==> src/rtl/pw_bit_rx.sv <==
// Pulse-width-encoded serial receiver: high time >= threshold decodes as 1, words leave on AXI-Stream.
// Define PW_BIT_RX_GLITCH_FILTER_EN to add a 3-sample glitch filter after the synchronizer.
module pw_bit_rx #(
   parameter int unsigned DATA_WIDTH = 32,
   parameter int unsigned CNT_WIDTH  = 16
) (
   input  logic                  aclk,
   input  logic                  aresetn,
   input  logic                  rxd,
   input  logic                  cfg_enable,
   input  logic [CNT_WIDTH-1:0]  cfg_threshold,
   input  logic [CNT_WIDTH-1:0]  cfg_timeout,
   input  logic [5:0]            cfg_nbits,
   output logic [DATA_WIDTH-1:0] m_axis_tdata,
   output logic                  m_axis_tvalid,
   input  logic                  m_axis_tready,
   output logic                  frame_err,
   output logic                  overrun
);
   localparam int unsigned BCW = $clog2(DATA_WIDTH + 1);

   typedef enum logic [1:0] {IDLE, HIGH, LOW} state_t;

   state_t                state, state_next;
   logic                  rxd_meta, rxd_s, line, line_d, rise, fall;
   logic [CNT_WIDTH-1:0]  cnt, cnt_next, cnt_inc;
   logic [BCW-1:0]        bit_cnt, bit_cnt_next, bit_cnt_inc, eff_nbits;
   logic [DATA_WIDTH-1:0] shreg, shreg_next;
   logic                  bit_val, word_done, err_next, timed_out;

   always_ff @(posedge aclk) begin
      if (!aresetn) begin
         rxd_meta <= 1'b0;
         rxd_s    <= 1'b0;
      end else begin
         rxd_meta <= rxd;
         rxd_s    <= rxd_meta;
      end
   end

`ifdef PW_BIT_RX_GLITCH_FILTER_EN
   logic hist1, hist2, filt_q, agree;

   // Output follows the line only once three consecutive samples agree.
   assign agree = (rxd_s == hist1) && (hist1 == hist2);
   assign line  = agree ? rxd_s : filt_q;

   always_ff @(posedge aclk) begin
      if (!aresetn) begin
         hist1  <= 1'b0;
         hist2  <= 1'b0;
         filt_q <= 1'b0;
      end else begin
         hist1  <= rxd_s;
         hist2  <= hist1;
         filt_q <= line;
      end
   end
`else
   assign line = rxd_s;
`endif

   always_ff @(posedge aclk) begin
      if (!aresetn) line_d <= 1'b0;
      else          line_d <= line;
   end

   assign rise        = line & ~line_d;
   assign fall        = ~line & line_d;
   assign cnt_inc     = (cnt == '1) ? cnt : cnt + CNT_WIDTH'(1);
   assign bit_cnt_inc = bit_cnt + BCW'(1);
   assign timed_out   = (cfg_timeout != '0) && (cnt >= cfg_timeout);

   always_comb begin
      if (cfg_nbits == '0 || 32'(cfg_nbits) > DATA_WIDTH) eff_nbits = BCW'(DATA_WIDTH);
      else                                                eff_nbits = BCW'(cfg_nbits);
   end

   always_ff @(posedge aclk) begin
      if (!aresetn) begin
         state   <= IDLE;
         cnt     <= '0;
         bit_cnt <= '0;
         shreg   <= '0;
      end else begin
         state   <= state_next;
         cnt     <= cnt_next;
         bit_cnt <= bit_cnt_next;
         shreg   <= shreg_next;
      end
   end

   always_comb begin
      state_next   = state;
      cnt_next     = cnt;
      bit_cnt_next = bit_cnt;
      shreg_next   = shreg;
      bit_val      = 1'b0;
      word_done    = 1'b0;
      err_next     = 1'b0;
      if (!cfg_enable) begin
         state_next   = IDLE;
         cnt_next     = '0;
         bit_cnt_next = '0;
         shreg_next   = '0;
      end else begin
         case (state)
            IDLE: begin
               if (rise) begin
                  state_next   = HIGH;
                  cnt_next     = CNT_WIDTH'(1);
                  bit_cnt_next = '0;
                  shreg_next   = '0;
               end
            end
            HIGH: begin
               if (fall) begin
                  bit_val      = (cnt >= cfg_threshold);
                  shreg_next   = (shreg << 1) | DATA_WIDTH'(bit_val);
                  bit_cnt_next = bit_cnt_inc;
                  cnt_next     = CNT_WIDTH'(1);
                  if (bit_cnt_inc == eff_nbits) begin
                     word_done  = 1'b1;
                     state_next = IDLE;
                  end else begin
                     state_next = LOW;
                  end
               end else if (timed_out) begin
                  err_next   = 1'b1;
                  state_next = IDLE;
                  cnt_next   = '0;
               end else begin
                  cnt_next = cnt_inc;
               end
            end
            LOW: begin
               if (rise) begin
                  state_next = HIGH;
                  cnt_next   = CNT_WIDTH'(1);
               end else if (timed_out) begin
                  err_next   = 1'b1;
                  state_next = IDLE;
                  cnt_next   = '0;
               end else begin
                  cnt_next = cnt_inc;
               end
            end
            default: state_next = IDLE;
         endcase
      end
   end

   // A completing word may replace the held one only when it is being accepted this cycle.
   always_ff @(posedge aclk) begin
      if (!aresetn) begin
         m_axis_tdata  <= '0;
         m_axis_tvalid <= 1'b0;
         frame_err     <= 1'b0;
         overrun       <= 1'b0;
      end else begin
         frame_err <= err_next;
         overrun   <= 1'b0;
         if (m_axis_tvalid && m_axis_tready) m_axis_tvalid <= 1'b0;
         if (word_done) begin
            if (!m_axis_tvalid || m_axis_tready) begin
               m_axis_tdata  <= shreg_next;
               m_axis_tvalid <= 1'b1;
            end else begin
               overrun <= 1'b1;
            end
         end
      end
   end
endmodule

==> config.mk <==
export PLATFORM = sky130hd
export DESIGN_NAME = pw_bit_rx
export DESIGN_NICKNAME = d
export VERILOG_FILES = /design/src/rtl/pw_bit_rx.sv
export SDC_FILE = /design/constraint.sdc
export NUM_CORES = 1
export LEC_CHECK = 0
export ABC_AREA = 1
export ABC_CLOCK_PERIOD_IN_PS = 2610
export CELL_PAD_IN_SITES_DETAIL_PLACEMENT = 0
export CELL_PAD_IN_SITES_GLOBAL_PLACEMENT = 1
export CORE_MARGIN = 4
export CORE_UTILIZATION = 39
export CTS_BUF_LIST = sky130_fd_sc_hd__clkbuf_16
export CTS_CLUSTER_SIZE = 24
export DETAILED_ROUTE_END_ITERATION = 12
export PLACE_DENSITY = 0.77
export SLEW_MARGIN = 20
export SYNTH_ARGS = -nofsm -noshare
export SYNTH_HDL_FRONTEND = slang
export SYNTH_SLANG_ARGS = --single-unit
==> constraint.sdc <==
create_clock -name aclk -period 2.61 [get_ports aclk]
set_input_delay 0.3915 -clock aclk [delete_from_list [all_inputs] [get_ports aclk]]
set_output_delay 0.3915 -clock aclk [all_outputs]
set_load 0.01 [all_outputs]
== Yosys cells after proc, flatten, opt, wreduce, memory -nomap -nowiden ==
Cells that the tools add are included.

* Register bits: 94
* Input port bits: 43
* Output and inout port bits: 35
* Word-level logic and storage cells: 74

* Muxes and demuxes: 32
* Bitwise logic cells: 5
* Eq/ne operators: 6
* Reduce and logical (&&, ||, !) cells: 15
* Add/subtract/negate cells: 2
* $lt $le $gt $ge: 3

{| class="wikitable"
|+ Operators by type and width
! cell !! count
|-
| $mux W32 || 3
|-
| $mux W16 || 5
|-
| $pmux W32 S2 || 1
|-
| $pmux W16 S3 || 1
|-
| $ge A16 B16 Y1 || 2
|-
| $or A32 B1 Y32 || 1
|-
| $mux W6 || 3
|-
| $add A16 B1 Y16 const B || 1
|-
| $eq A16 B16 Y1 const B || 1
|-
| $reduce_bool A16 Y1 || 1
|-
| $pmux W6 S2 || 1
|-
| $mux W1 || 11
|-
| $mux W2 || 5
|-
| $reduce_and A2 Y1 || 4
|-
| $add A6 B1 Y6 const B || 1
|-
| $eq A6 B6 Y1 || 1
|-
| $gt A6 B6 Y1 const B || 1
|-
| $logic_not A6 Y1 || 1
|-
| $pmux W2 S3 || 1
|-
| $ne A2 B2 Y1 const B || 2
|-
| $reduce_and A3 Y1 || 1
|-
| $reduce_bool A3 Y1 || 1
|-
| $and A1 B1 Y1 || 2
|-
| $eq A2 B1 Y1 const B || 1
|-
| other kinds (8) || 11
|}

== Logic depth before layout (Yosys ltp) ==
* Depth in word-level cells: 9
* Gate-level depth with buffers: 17

== Worst setup path after synthesis ==
OpenSTA, ideal clock, no wires.

* Path type: in2reg
* Start point: input cfg_timeout[7]
* End point: register cnt[1]
* Stages on the path: 15
* Slack: 0.660 ns
* Library setup time: 0.070 ns
* Arrival: 1.880 ns
* Path through: inv_1 > ha_1 > nand2_1 > inv_1 > nand2_1 > nand2_1 > nor2_1 > nand2_1 > nand2_1 > nand2_1 > nand2_1 > buf_2 > buf_1 > nand4_1 > a21oi_1

* Cells in the longest elaborated chain, start to end: 5
* Elaborated cells on any way between the ends: 7

{| class="wikitable"
|+ RTL lines
! what !! line !! text
|-
| start: declaration || 12 || <nowiki>input logic [CNT_WIDTH-1:0] cfg_timeout,</nowiki>
|-
| $ge A16 B16 Y1 / $reduce_bool A16 Y1 (equally long branches) || 72 || <nowiki>assign timed_out = (cfg_timeout != '0) && (cnt >= cfg_timeout);</nowiki>
|-
| $logic_and A1 B1 Y1 * || 72 ||
|-
| $mux W16 * || 128, 140 ||
|-
| $mux W16, on equally long branches || 137, 117 ||
|-
| $pmux W16 S3 * || 107 || <nowiki>case (state)</nowiki>
|-
| end signal: assignment || 87 || <nowiki>cnt <= cnt_next;</nowiki>
|-
| end: declaration || 26 || <nowiki>logic [CNT_WIDTH-1:0] cnt, cnt_next, cnt_inc;</nowiki>
|}

Mark *: on every way between the ends. The rest lies on a longest branch, timed or not.
A chain may end at the register's enable or synchronous reset.

== Final worst setup path ==
* Start point: input cfg_timeout[7]
* End point: register cnt[6]

The elaborated chain is that of the path after synthesis.

==> reports/qor.yml <==
die:
  core_mm2: 0.01388
  initial_core_util: 0.3981
  dieArea_mm2: 0.01614
  die_x_um: 127.0
  rows: 43
  ioPinCount: 78
  die_h_um: 127.0
critical_path:
  r2r_setup_slack_ns: 0.41
  r2r-start: "cnt[1]"
  r2r_end: "cnt[7]"
  end_kind: "flip-flop"
  worstPathArrival_ns: 2.47
  start_kind: "input pin"
  crit_type: "in -> reg"
  required_ns: 2.88
  path_max_fanout: 12
  reg2reg_depth: 11
route:
  drtAntennaViolNets: 0
  wl_per_cell_um: 13.11
  avgViaCountPerCell: 4.925
  firstDrtPassIters: 5
  vias: 5294
  drcViolationCount: 0
  drt_iter0_drc: 376
  drt_wl_total_mm: 14.09
final_layout:
  final_common_cell: "nand2_1"
  area_delta_synth_final_pct: 22.58
  fill_cells: 1423
  drive_gt1_frac: 0.05810
  final_cells: 1075
  final_nets: 971
  n_antenna_cell: 0
  final_cell_mix: "nand2_1 (155), inv_1 (136), nor2_1 (123)"
timing:
  setup_slack_ns: 0.4096
  setup_viol_count_final: 0
  fin_skew_ns: 0.006514
  grt_setup_unrepaired: "no"
  finalHoldViolCount: 0
  post-route-period-util: 0.8431
  period_needed_ns: 2.200
  finalMaxSlewViolations: 0
  tightest_slew_ns: 0.4657
  fmax_ghz: 0.4545
  setup-tns-final_ns: 0
  slew_headroom: 0.6867
clocking:
  cts_max_level: 3
  tritoncts: "done"
  numCtsBuffers: 9
  clk_pin_slew_ns: 0.06
  cts_resized: 0
  post_cts_buffers: 0
  clock_sinks: 94
  clk-insertion-delay-late_ns: 0.35
  cts_buffer_depth: 2
  root_buffer: "clkbuf_16"
  cts_hold_buf: 0
pwr:
  pwr-share-comb: 0.081
  peakVddDrop_v: 0.0004708
  power_density_mw_per_mm2: 440.4
  leakage_nw: 2.761
  switching_power_w: 0.0007021
  seqPwrFrac: 0.483
  pwr-share-clk: 0.437
  internal-power_w: 0.002280
  swShare: 0.2354
global_route:
  grt_pass1_wl_mm: 24.52
  overflow: 0
  grt_max_degree: 37
  antenna_found_initial: 0
  track_usage: 0.1821
  grt_pass1_vias: 5294
yosys:
  ys_seq_elements: 94
  synth_top_cell_by_area: "dfxtp_1"
  synthTopCellsByArea: "dfxtp_1 (34%), nand2_1 (11%), inv_1 (9.1%), ha_1 (8.6%), nor2_1 (8.4%)"
  yosysTopAreaCellShare: 0.3406
  syn_area_mm2: 0.005525
  syn_avg_cell_area_um2: 6.755
  synthCells: 818
  yosysSeqAreaShare: 0.3406
  syn_nets: 899
  ys_warn_count: 0
  synth.distinct_cells: 35
min_path:
  min_to: "line"
  hold_path_class: "reg -> reg"
  hold_start: "rxd_meta"
  hold_depth: 2
place:
  routabilityCongestion: 0.8772
  dpl_worst_slack_ns: 0.05840
  dp_hpwl_mm: 10.43
  dp.cells: 1059
  port_buffers: 77
run_status:
  outcome: "completed"
flow_run:
  drv_cap: 0
final cells by class:
class	count	area, µm²	area share
Clock buffer	9	225.2	0.03325
Clock inverter	7	66.31	0.009791
Inverter	151	566.8	0.08369
Multi-Input combinational cell	538	2869	0.4236
Sequential cell	94	1882	0.2778
Tap cell	180	225.2	0.03325
Timing Repair Buffer	96	938.4	0.1386
synthesized netlist by cell type, drive strengths merged:
master   instances
a21boi           1
a21oi           44
a22oi            1
buf             19
clkbuf          16
clkinv          15
dfxtp           94
ha              38
inv            136
nand2          158
nand3           37
nand3b           3
nand4           46
nor2           132
nor3            11
nor4             4
o2111ai          1
o211ai           4
o21ai           20
o21bai           1
o22ai           31
or2              1
xnor2            2
xor2             3
registers in the layout, summed over array words and instances (netlist names):
register,count
line_d,1
m_axis_tdata,32
overrun,1
m_axis_tvalid,1
frame_err,1
shreg,32
rxd_meta,1
bit_cnt,6
state,2
line,1
cnt,16
logic make-up after synthesis:
kind of cell / Yosys count / share of synthesized area
adders and majority gates: 38 / 0.08605
AOI/OAI and AO/OA: 103 / 0.1042
DFF: 94 / 0.3406
and+or+nand+nor: 392 / 0.3202
xor gates and xnor gates: 5 / 0.007927
buffers and inverters: 186 / 0.1411
metal layers:
metal	routed length (µm)	global-route usage
met2	6766	0.3148
met3	550	0.04055
met1	6607	0.2309
met5	0	0
met4	165	0.04479
worst max path at each step:
stage / start / end / slack [ns] / depth (start not counted)
6_report: cfg_timeout[7] / cnt[6] / 0.41 / 15
5_1_grt: cnt[1] / cnt[13] / 0.11 / 11
3_5_place_dp: cfg_timeout[7] / cnt[4] / 0.06 / 16
4_1_cts: cfg_timeout[7] / cnt[10] / 0.42 / 15
2_1_floorplan: cfg_timeout[7] / cnt[1] / 0.66 / 15
3_3_place_gp: cfg_nbits[0] / m_axis_tdata[9] / 0.08 / 14
worst max-delay path, stage by stage:
cell	delay (ns)
clkdlybuf4s50_1	0.46
inv_1	0.05
ha_1	0.30
nand2_1	0.08
inv_1	0.05
nand2_1	0.06
nand2_1	0.05
nor2_1	0.09
nand2_1	0.06
nand2_1	0.05
nand2_1	0.04
nand2_1	0.24
buf_4	0.27
nand4_1	0.11
a21oi_1	0.14
power groups by stage:
stage / registers, W / logic [W] / clock network, W
after floorplan: 0.00147 / 0.000138 / 0
after global placement: 0.00147 / 0.000235 / 0
after detailed placement: 0.00147 / 0.000242 / 0
after CTS: 0.00144 / 0.000243 / 0.00134
after global routing: 0.00144 / 0.000273 / 0.00140
final: 0.00144 / 0.000241 / 0.00130
metrics by stage:
stage	hold WS, ns	total power [W]	util	instance area (µm²)
floorplan	0.3905	0.001609	-	5525
global placement	0.4174	0.001707	0.4669	6481
detailed placement	0.4178	0.001714	0.4669	6481
CTS	0.4352	0.003021	0.4879	6773
global route	0.4516	0.003114	0.4879	6773
finish	0.4275	0.002982	0.4879	6773
No activity file was read; power rests on OpenSTA's default activity.
==> variant: new RTL, same settings <==
Remove the register `frame_err`: a continuous assignment takes its place, so the output `frame_err` follows one clock earlier.
--- a/src/rtl/pw_bit_rx.sv
+++ b/src/rtl/pw_bit_rx.sv
@@ -155,10 +155,8 @@
       if (!aresetn) begin
          m_axis_tdata  <= '0;
          m_axis_tvalid <= 1'b0;
-         frame_err     <= 1'b0;
          overrun       <= 1'b0;
       end else begin
-         frame_err <= err_next;
          overrun   <= 1'b0;
          if (m_axis_tvalid && m_axis_tready) m_axis_tvalid <= 1'b0;
          if (word_done) begin
@@ -171,5 +169,7 @@
          end
       end
    end
+
+   assign frame_err = err_next;
 endmodule
 
Check against the original RTL: not equivalent (Yosys sat finds a counterexample within 4 cycles, from zero or initial values and one cycle with aresetn low).
==> variant against the unedited design <==
  * Total power is 5.2% lower
  * Area after synthesis decreased by 2.4%
  * Design area up 1.2%
  * Largest cell class unchanged
  * Worst setup slack got worse by 0.28 ns
  * Clock skew barely moved
  * Highest routed layer unchanged
  * Sequential cell count shrank 1
  * Routed wire length is 6.0% lower
  * Critical path depth fell by 4
==> variant: results (changes against the unedited design) <==
[cts]
clock_insertion_delay_worst_skew_ns = 0.33  ; -0.02 ns
post_cts.resized_instances = 6  ; +6

[final_layout]
drive_gt1_frac = 0.09071  ; +0.03261
layout.filler_cells = 1373  ; -3.5%
finalNetCount = 992  ; +2.2%

[routing]
met3_wirelength_um = 538  ; -2.2%
viasPerCell = 4.763  ; -3.3%
met2_wirelength_mm = 6.114  ; -9.6%
drtIter0Drc = 193  ; -49%
m1WireLength_mm = 6.443  ; -2.5%
post_drt_wl_per_cell_um = 12.14  ; -7.3%

[sta]
worst_slew_margin_rel = 0.6843  ; -0.002394
max_clock_freq_mhz = 403.8  ; -11%
finalClockSkew_ns = 0.006786  ; +0.0002717 ns
hold_ws_ns = 0.4323  ; +0.004813 ns

[synth]
synthCells = 815  ; -0.37%
yosysUniqueCellTypes = 34  ; -2.9%
synth_top_cells_by_count = sky130_fd_sc_hd__nand2_1 (157), sky130_fd_sc_hd__inv_1 (146), sky130_fd_sc_hd__nor2_1 (128)
ys.flop_type = sky130_fd_sc_hd__dfxtp_1
synthAdderAreaFrac = 0.08817  ; +0.002116
yosysSeqAreaShare = 0.3452  ; +0.004664
post_synthesis_compound_gate_area_fraction = 0.1060  ; +0.001866
cell_types_with_the_largest_area_share_after_synthesis = sky130_fd_sc_hd__dfxtp_1 (35%), sky130_fd_sc_hd__nand2_1 (11%), sky130_fd_sc_hd__inv_1 (10%)
syn_nets = 896  ; -0.33%
yosys.area_share.xor_xnor = 0.004872  ; -0.003053

[outcome]
status = complete, no violations

[grt]
grt_use_total = 0.1728  ; -0.009272
first_pass_grt_wire_length_mm = 23.18  ; -5.5%
grt_pass1_vias = 5103  ; -3.6%

[worst_hold_path]
terminating_pin_of_the_worst_hold_path = line_d$_SDFF_PN0_
hold_path.startpoint = line$_SDFF_PN0_

[setup_path]
timing.critical_path.fanout_max = 2  ; -10
worst_setup_ep = frame_err
ff_to_ff_start = state[1]$_SDFFE_PN0P_
rr_worst_depth = 10  ; -1
reg2reg_to = cnt[3]$_SDFFE_PN0P_
ff2ff_setup_slack_ns = 0.32  ; -0.09 ns

[place]
dp_slack_ns = -0.4309  ; -0.4893 ns
dp_hpwl_mm = 10.10  ; -3.2%
gpl.final_weighted_congestion = 0.8455  ; -3.6%
placedInstanceArea_mm2 = 0.006549  ; +1.0%
placed_cells = 1076  ; +1.6%

[pwr]
power_leakage_nw = 2.885  ; +4.5%
power.ir.vdd_worst_v = 0.0003251  ; -31%

-- variant: cell types whose count changed after synthesis, sizes merged, moves of 4 or more --
| cell | unedited run | this run |
|---|---|---|
| nand4 | 46 | 17 |
| clkbuf | 16 | 12 |
| o21ai | 20 | 16 |
| inv | 136 | 152 |
| nand3 | 37 | 67 |
| clkinv | 15 | 1 |
-- variant: area by class of cell --
class	count	area (um2)	area share
Clock buffer	9	225.2	0.03285
Tap cell	176	220.2	0.03212
Clock inverter	6	33.78	0.004927
Multi-Input combinational cell	539	2843	0.4146
Inverter	153	574.3	0.08376
Sequential cell	93	1862	0.2715
Timing Repair Buffer	115	1099	0.1602
-- variant: where the power goes --
group	total, mW	internal [mW]	switching (mW)
Clock	1.17	0.632	0.535
Combinational	0.237	0.109	0.127
Sequential	1.42	1.42	0.00156
-- variant: metal layers --
metal,vias to the layer above,track usage
li1,2773,-
met4,0,0.04656
met1,2314,0.2316
met3,10,0.03070
met5,-,0
met2,99,0.2870
